===== src/rtl/tl_ul_mem_slave.sv =====
// ============================================================================
// tl_ul_mem_slave : TileLink-UL single-outstanding memory slave
// Revision 1.0
// ============================================================================
`default_nettype none

module tl_ul_mem_slave #(
    parameter int                    ADDR_WIDTH   = 32,
    parameter int                    DATA_WIDTH   = 32,
    parameter int                    SRC_WIDTH    = 2,
    parameter int                    DEPTH        = 16,
    parameter logic [ADDR_WIDTH-1:0] BASE_ADDR    = ADDR_WIDTH'(32'h1000_0000),
    parameter int                    RESP_LATENCY = 1
) (
    input  logic                    clk,
    input  logic                    reset,

    input  logic                    a_valid,
    output logic                    a_ready,
    input  logic [2:0]              a_opcode,
    input  logic [2:0]              a_param,
    input  logic [2:0]              a_size,
    input  logic [SRC_WIDTH-1:0]    a_source,
    input  logic [ADDR_WIDTH-1:0]   a_address,
    input  logic [DATA_WIDTH/8-1:0] a_mask,
    input  logic [DATA_WIDTH-1:0]   a_data,

    output logic                    d_valid,
    input  logic                    d_ready,
    output logic [2:0]              d_opcode,
    output logic [2:0]              d_param,
    output logic [2:0]              d_size,
    output logic [SRC_WIDTH-1:0]    d_source,
    output logic                    d_sink,
    output logic [DATA_WIDTH-1:0]   d_data,
    output logic                    d_error
);

    localparam int                    c_MASK  = DATA_WIDTH / 8;
    localparam int                    c_IDX_W = $clog2(DEPTH);
    localparam logic [ADDR_WIDTH-1:0] c_SPAN  = ADDR_WIDTH'(DEPTH * 4);
    localparam logic [3:0]            c_LAT   = 4'(RESP_LATENCY);

    localparam logic [1:0] S_IDLE = 2'd0;
    localparam logic [1:0] S_WAIT = 2'd1;
    localparam logic [1:0] S_RESP = 2'd2;

    logic [1:0]            state_q, state_d;
    logic [3:0]            cnt_q,   cnt_d;
    logic [2:0]            d_opcode_q;
    logic [2:0]            d_size_q;
    logic [SRC_WIDTH-1:0]  d_source_q;
    logic [DATA_WIDTH-1:0] d_data_q;
    logic                  d_error_q;
    logic [DATA_WIDTH-1:0] mem_q [DEPTH];

    logic [ADDR_WIDTH-1:0] w_offset;
    logic [c_IDX_W-1:0]    w_idx;
    logic                  w_in_range;
    logic                  w_is_get;
    logic                  w_is_put;
    logic                  w_error;
    logic                  w_accept;
    logic                  w_unused;

    assign w_offset   = a_address - BASE_ADDR;
    assign w_in_range = (a_address >= BASE_ADDR) && (w_offset < c_SPAN);
    assign w_idx      = w_offset[c_IDX_W+1:2];
    assign w_is_get   = (a_opcode == 3'd4);
    assign w_is_put   = (a_opcode == 3'd0) || (a_opcode == 3'd1);
    assign w_error    = !w_in_range || (a_address[1:0] != 2'b00) ||
                        (a_size > 3'd2) || !(w_is_get || w_is_put);
    assign w_accept   = a_valid && a_ready;
    assign w_unused   = ^{a_param, w_offset[ADDR_WIDTH-1:c_IDX_W+2], w_offset[1:0]};

    assign a_ready  = (state_q == S_IDLE);
    assign d_valid  = (state_q == S_RESP);
    assign d_opcode = d_opcode_q;
    assign d_param  = 3'd0;
    assign d_size   = d_size_q;
    assign d_source = d_source_q;
    assign d_sink   = 1'b0;
    assign d_data   = d_data_q;
    assign d_error  = d_error_q;

    always_comb begin
        state_d = state_q;
        cnt_d   = cnt_q;
        case (state_q)
            S_IDLE: begin
                if (w_accept) begin
                    if (c_LAT == 4'd0) begin
                        state_d = S_RESP;
                    end else begin
                        state_d = S_WAIT;
                        cnt_d   = c_LAT;
                    end
                end
            end
            S_WAIT: begin
                // Counter is loaded with the latency, so a value of 1 marks the last wait cycle
                if (cnt_q <= 4'd1) begin
                    state_d = S_RESP;
                    cnt_d   = 4'd0;
                end else begin
                    cnt_d   = cnt_q - 4'd1;
                end
            end
            S_RESP: begin
                if (d_ready) begin
                    state_d = S_IDLE;
                end
            end
            default: begin
                state_d = S_IDLE;
                cnt_d   = 4'd0;
            end
        endcase
    end

    always_ff @(posedge clk or posedge reset) begin
        if (reset) begin
            state_q    <= S_IDLE;
            cnt_q      <= 4'd0;
            d_opcode_q <= 3'd0;
            d_size_q   <= 3'd0;
            d_source_q <= '0;
            d_data_q   <= '0;
            d_error_q  <= 1'b0;
        end else begin
            state_q <= state_d;
            cnt_q   <= cnt_d;
            if (w_accept) begin
                d_opcode_q <= w_is_get ? 3'd1 : 3'd0;
                d_size_q   <= a_size;
                d_source_q <= a_source;
                d_error_q  <= w_error;
                d_data_q   <= (w_is_get && !w_error) ? mem_q[w_idx] : '0;
            end
        end
    end

    // Storage carries no reset; its contents are undefined until written
    always_ff @(posedge clk) begin
        if (w_accept && w_is_put && !w_error) begin
            for (int b = 0; b < c_MASK; b++) begin
                if (a_mask[b]) begin
                    mem_q[w_idx][b*8 +: 8] <= a_data[b*8 +: 8];
                end
            end
        end
    end

endmodule

`default_nettype wire


===== config.mk =====
export PLATFORM = sky130hd
export DESIGN_NAME = tl_ul_mem_slave
export DESIGN_NICKNAME = d
export VERILOG_FILES = /design/src/rtl/tl_ul_mem_slave.sv
export SDC_FILE = /design/constraint.sdc
export NUM_CORES = 1
export LEC_CHECK = 0
export CAP_MARGIN = 30
export CELL_PAD_IN_SITES_DETAIL_PLACEMENT = 1
export CELL_PAD_IN_SITES_GLOBAL_PLACEMENT = 2
export CORE_ASPECT_RATIO = 1.1
export CORE_MARGIN = 1.5
export CORE_UTILIZATION = 42
export CTS_BUF_LIST = sky130_fd_sc_hd__clkbuf_4 sky130_fd_sc_hd__clkbuf_8
export CTS_CLUSTER_SIZE = 14
export DETAILED_ROUTE_END_ITERATION = 12
export PLACE_DENSITY = 0.83
export SLEW_MARGIN = 25
export SYNTH_ARGS = -nofsm -noshare
export SYNTH_HDL_FRONTEND = slang
export SYNTH_SLANG_ARGS = --single-unit

===== constraint.sdc =====
create_clock -name clk -period 2.3 [get_ports clk]
set_input_delay 0.69 -clock clk [delete_from_list [all_inputs] [get_ports clk]]
set_output_delay 0.69 -clock clk [all_outputs]
set_load 0.01 [all_outputs]

==> results.md <==
| Metric | This run |
| --- | --- |
| Status | finished with violations |
| Failing checks | negative setup slack |
| CP Data Arrival Time | 2690 ps |
| Chip width | 223 um |
| LEAKAGE | 9.91 nW |
| Sw Pwr | 5.13 mW |
| Multiplexer area fraction after synthesis | 11.9% |
| Final core area utilization | 53.8% |
| Top cells by instance count after synthesis | edfxtp_1, mux2i_1, nor2_1, o22ai_1, clkbuf_1 |
| Number of standard-cell rows in the floorplan | 88 |
| Flop and latch count out of synthesis | 557 |
| XOR/XNOR Fraction of Synth Area | 0% |
| Total power after layout | 21.8 mW |
| Height of the die | 245 um |
| Dominant cells by area after synthesis | edfxtp_1, mux2i_1, dfrtp_1 |
| CTS hold repair buffers | 0 |
| Biggest cell delay along the critical path | 580 ps |
| Setup repair after global routing missed its margin | yes |
| Initial DRC count | 1266 |
| Count of pins on the block boundary | 130 |
| HPWL Detailed | 44.9 mm |
| Simple logic cell fraction of the synthesized area | 3.39% |
| Power per cell area | 774 nW/um^2 |
| Core Box Area | 52400 sq um |
| Post-synth cell types | 44 |
| Clock sink total | 557 |
| Initial antenna violation count | 2 |
| Worst slew margin | 59.7% |
| Final std cell area, no fill | 28200 sq um |
| Avg Cell Area, Syn | 17.1 sq um |
| Share of the synthesized area in the top cell type | 69.0% |
| Cells along the critical path | or4b_4 -> nor4_4 -> buf_6 -> buf_12 -> nand4_4 -> buf_16 -> nor2_4 |
| Instance area after placement | 26000 sq um |
| Number of buffers between clock root and the deepest sink | 3 |
| Startpoint-to-endpoint class of the critical path | reg2reg |
| Number of CTS-inserted buffers | 87 |
| Worst hold-check path type | in2async |
| Async SR Flop Fraction | 8.08% |
| EDFF count, synth | 512 |
| Setup TNS | -4980 ps |
| Power Internal | 16.7 mW |
| Synthesized-area fraction occupied by ao, oa, aoi and oai cells | 8.36% |
| Total via count after detailed routing | 13729 |
| Clk Tree Root Cell | clkbuf_8 |
| Final max-slew violation count | 0 |
| Leftover overflow at the end of global routing | 0 |
| First-pass GRT wire length | 97.2 mm |
| Final Hold Vio Count | 0 |
| Sequential fraction of design power | 51.4% |
| Mapped Area | 22300 sq um |
| Setup slack on the worst flop-to-flop path | -50 ps |
| Max-cap violations | 0 |
| Net Sw Frac | 23.5% |
| Final ANT Viol Nets | 0 |
| GR Util All Layers | 24.5% |
| Endpoint of the worst register-to-register path | mem_q[5][6]$_DFFE_PP_ |
| Cell taking the most area after synthesis | edfxtp_1 |
| Transition time at the pin with the least slew margin | 590 ps |
| DRC errors left | 0 |
| Maximum clock rate | 0.425 GHz |
| Setup violators final | 200 |
| Initial core utilization | 42.5% |
| Total wire length after detailed routing | 66.1 mm |
| Die Outline Area | 54400 sq um |
| Vias in the first global route | 14704 |
| Post-route fraction of the period consumed by the critical path | 102% |
| Critical Path Start Type | register |
| Largest net degree at the start of global routing | 50 |
| Later-pin clock latency in the skew report | 670 ps |
| Final Net Count | 1712 |
| Count of TritonRoute iterations in the first routing pass | 7 |
| Clock slew seen by the registers of the worst setup and hold paths | 60 ps |
| Port bufs | 120 |
| Worst Path Max Fanout | 8 |
| Number of H-tree levels | 3 |
| Final RePlAce weighted congestion | 0.860 |
| Startpoint of the lowest-slack register-to-register path | state_q[1]$_DFFE_PP0P_ |
| Capture point of the critical path | mem_q[5][6]$_DFFE_PP_ |
| Post-Synth Adder-Cell Area | 0.112% |
| Main combinational cell family by area after synthesis | multiplexers |
| FF-to-FF path depth | 7 |
| Area Overhead vs Synth | 26.5% |
| Placed Cells incl. Taps | 2199 |
| Count leader, synth | edfxtp_1 |
| Worst setup startpoint | state_q[1]$_DFFE_PP0P_ |
| Share of power burned in the clock network | 38.9% |
| Routed wire per std cell | 27.8 um |
| Filler-free cell count of the finished design | 2374 |
| Final critical-path setup slack | -50.8 ps |
| Cell count after synthesis | 1300 |
| CP max stage cell | or4b_4 |
| Capturing element type of the critical path | register |
| Primary FF master, synth | edfxtp_1 |
| Shortest clock period the worst path allows after layout | 2350 ps |
| Worst clock skew on the final layout | 31.0 ps |
| Via/cell ratio | 5.78 |
| Proportion of layout cells with a drive suffix above 1 | 27.9% |
| TritonCTS clock tree | built |
| Required arrival time at the worst endpoint | 2640 ps |
| YS warnings | 0 |
| Combinational fraction of design power | 9.6% |
| Sequential share of the synthesized area | 74.1% |
| Maximum resistive drop on vdd | 359 uV |
[final cells by class]
cell class / count / area [sq um]
diodes: 2 / 5.00
clock buffers: 113 / 1440
clock inverters: 46 / 342
fillers: 4867 / 24200
inverters: 4 / 15.0
multi-input cells: 646 / 5810
flip-flops and latches: 557 / 16500
well taps: 675 / 845
repair buffers: 331 / 3210
[state kept, by name, summed over array words and instances (netlist names)]
register  count
cnt_q         4
d_data       32
d_error       1
d_opcode      1
d_size        3
d_source      2
mem_q       512
state_q       2
[repair_timing]
| action | CTS | global route |
|---|---|---|
| resized for setup | 97 | 17 |
| setup buffers | 9 | 1 |
| cloned | 4 | 0 |
| pin swaps | 34 | 2 |
| setup endpoints to repair | 548 | 357 |
[worst min path at each step]
stage                                      from                       to  slack [ps]
after global placement    d_size[1]$_DFFE_PP0P_    d_size[1]$_DFFE_PP0P_         460
after floorplan            cnt_q[1]$_DFFE_PP0P_     cnt_q[1]$_DFFE_PP0P_         470
after CTS                                 reset   d_data[15]$_DFFE_PP0P_         390
after detailed placement  d_size[1]$_DFFE_PP0P_    d_size[1]$_DFFE_PP0P_         470
after global routing                      reset  d_opcode[0]$_DFFE_PP0P_         430
final                                     reset     cnt_q[0]$_DFFE_PP0P_         410
[stage by stage]
step                      hold slack, ps  setup WS, ps
after global routing                 426         -98.7
after floorplan                      473          -349
after CTS                            388         -76.0
final                                411         -50.8
after detailed placement             467          -871
after global placement               459          -797
[critical path: cells and delay by family (launching register included)]
family                 cells  cell delay (ps)
buffers and inverters      3              520
flip-flops                 1              380
AND/OR/NAND/NOR            4             1130
[power groups by stage]
stage | combinational (mW) | clock, mW | sequential [mW]
floorplan | 0.911 | 0 | 11.5
global placement | 2.03 | 0 | 11.4
detailed placement | 2.09 | 0 | 11.4
CTS | 2.09 | 8.66 | 11.2
global route | 2.24 | 9.05 | 11.2
finish | 2.10 | 8.50 | 11.2
[metal layers]
metal / GRT usage, % / vias up / share of wire, %
met2: 42.8 / 512 / 51
met1: 30.7 / 7132 / 40
li1: - / 5956 / -
met3: 3.71 / 129 / 5.6
met4: 9.50 / 0 / 3.3
met5: 0 / - / 0
[placed cells by master (no fill, tap or decap), types with 6 or more instances in the layout]
cell	instances
conb_1	6
a21boi_0	19
clkbuf_4	19
mux2i_1	192
dlygate4sd2_1	35
edfxtp_1	512
buf_4	162
a21oi_1	14
o21ai_0	23
nand2_1	43
dfrtp_2	10
mux4_2	32
a32oi_1	32
a2111oi_0	19
nor2_2	10
clkinv_2	11
nor2_1	9
o22ai_1	52
dfrtp_1	35
buf_12	26
a22oi_1	45
clkinv_1	24
nor4_1	6
clkbuf_8	94
a211oi_1	17
clkdlybuf4s50_1	77
nor2b_1	7
a221oi_1	13
a311oi_1	12
buf_6	19
nor2_4	53
nand3_1	7
[kinds of logic (layout without fill, tap and decap cells)]
family                   Yosys count  in the layout
AO/OA/AOI/OAI                    256            256
flip-flops                       557            557
other                              1              8
adder cells (fa/ha/maj)            2              2
multiplexers                     225            225
AND/OR/NAND/NOR                  157            157
buffers and inverters            102            494
Note: power is estimated with default switching activity, not from simulation.
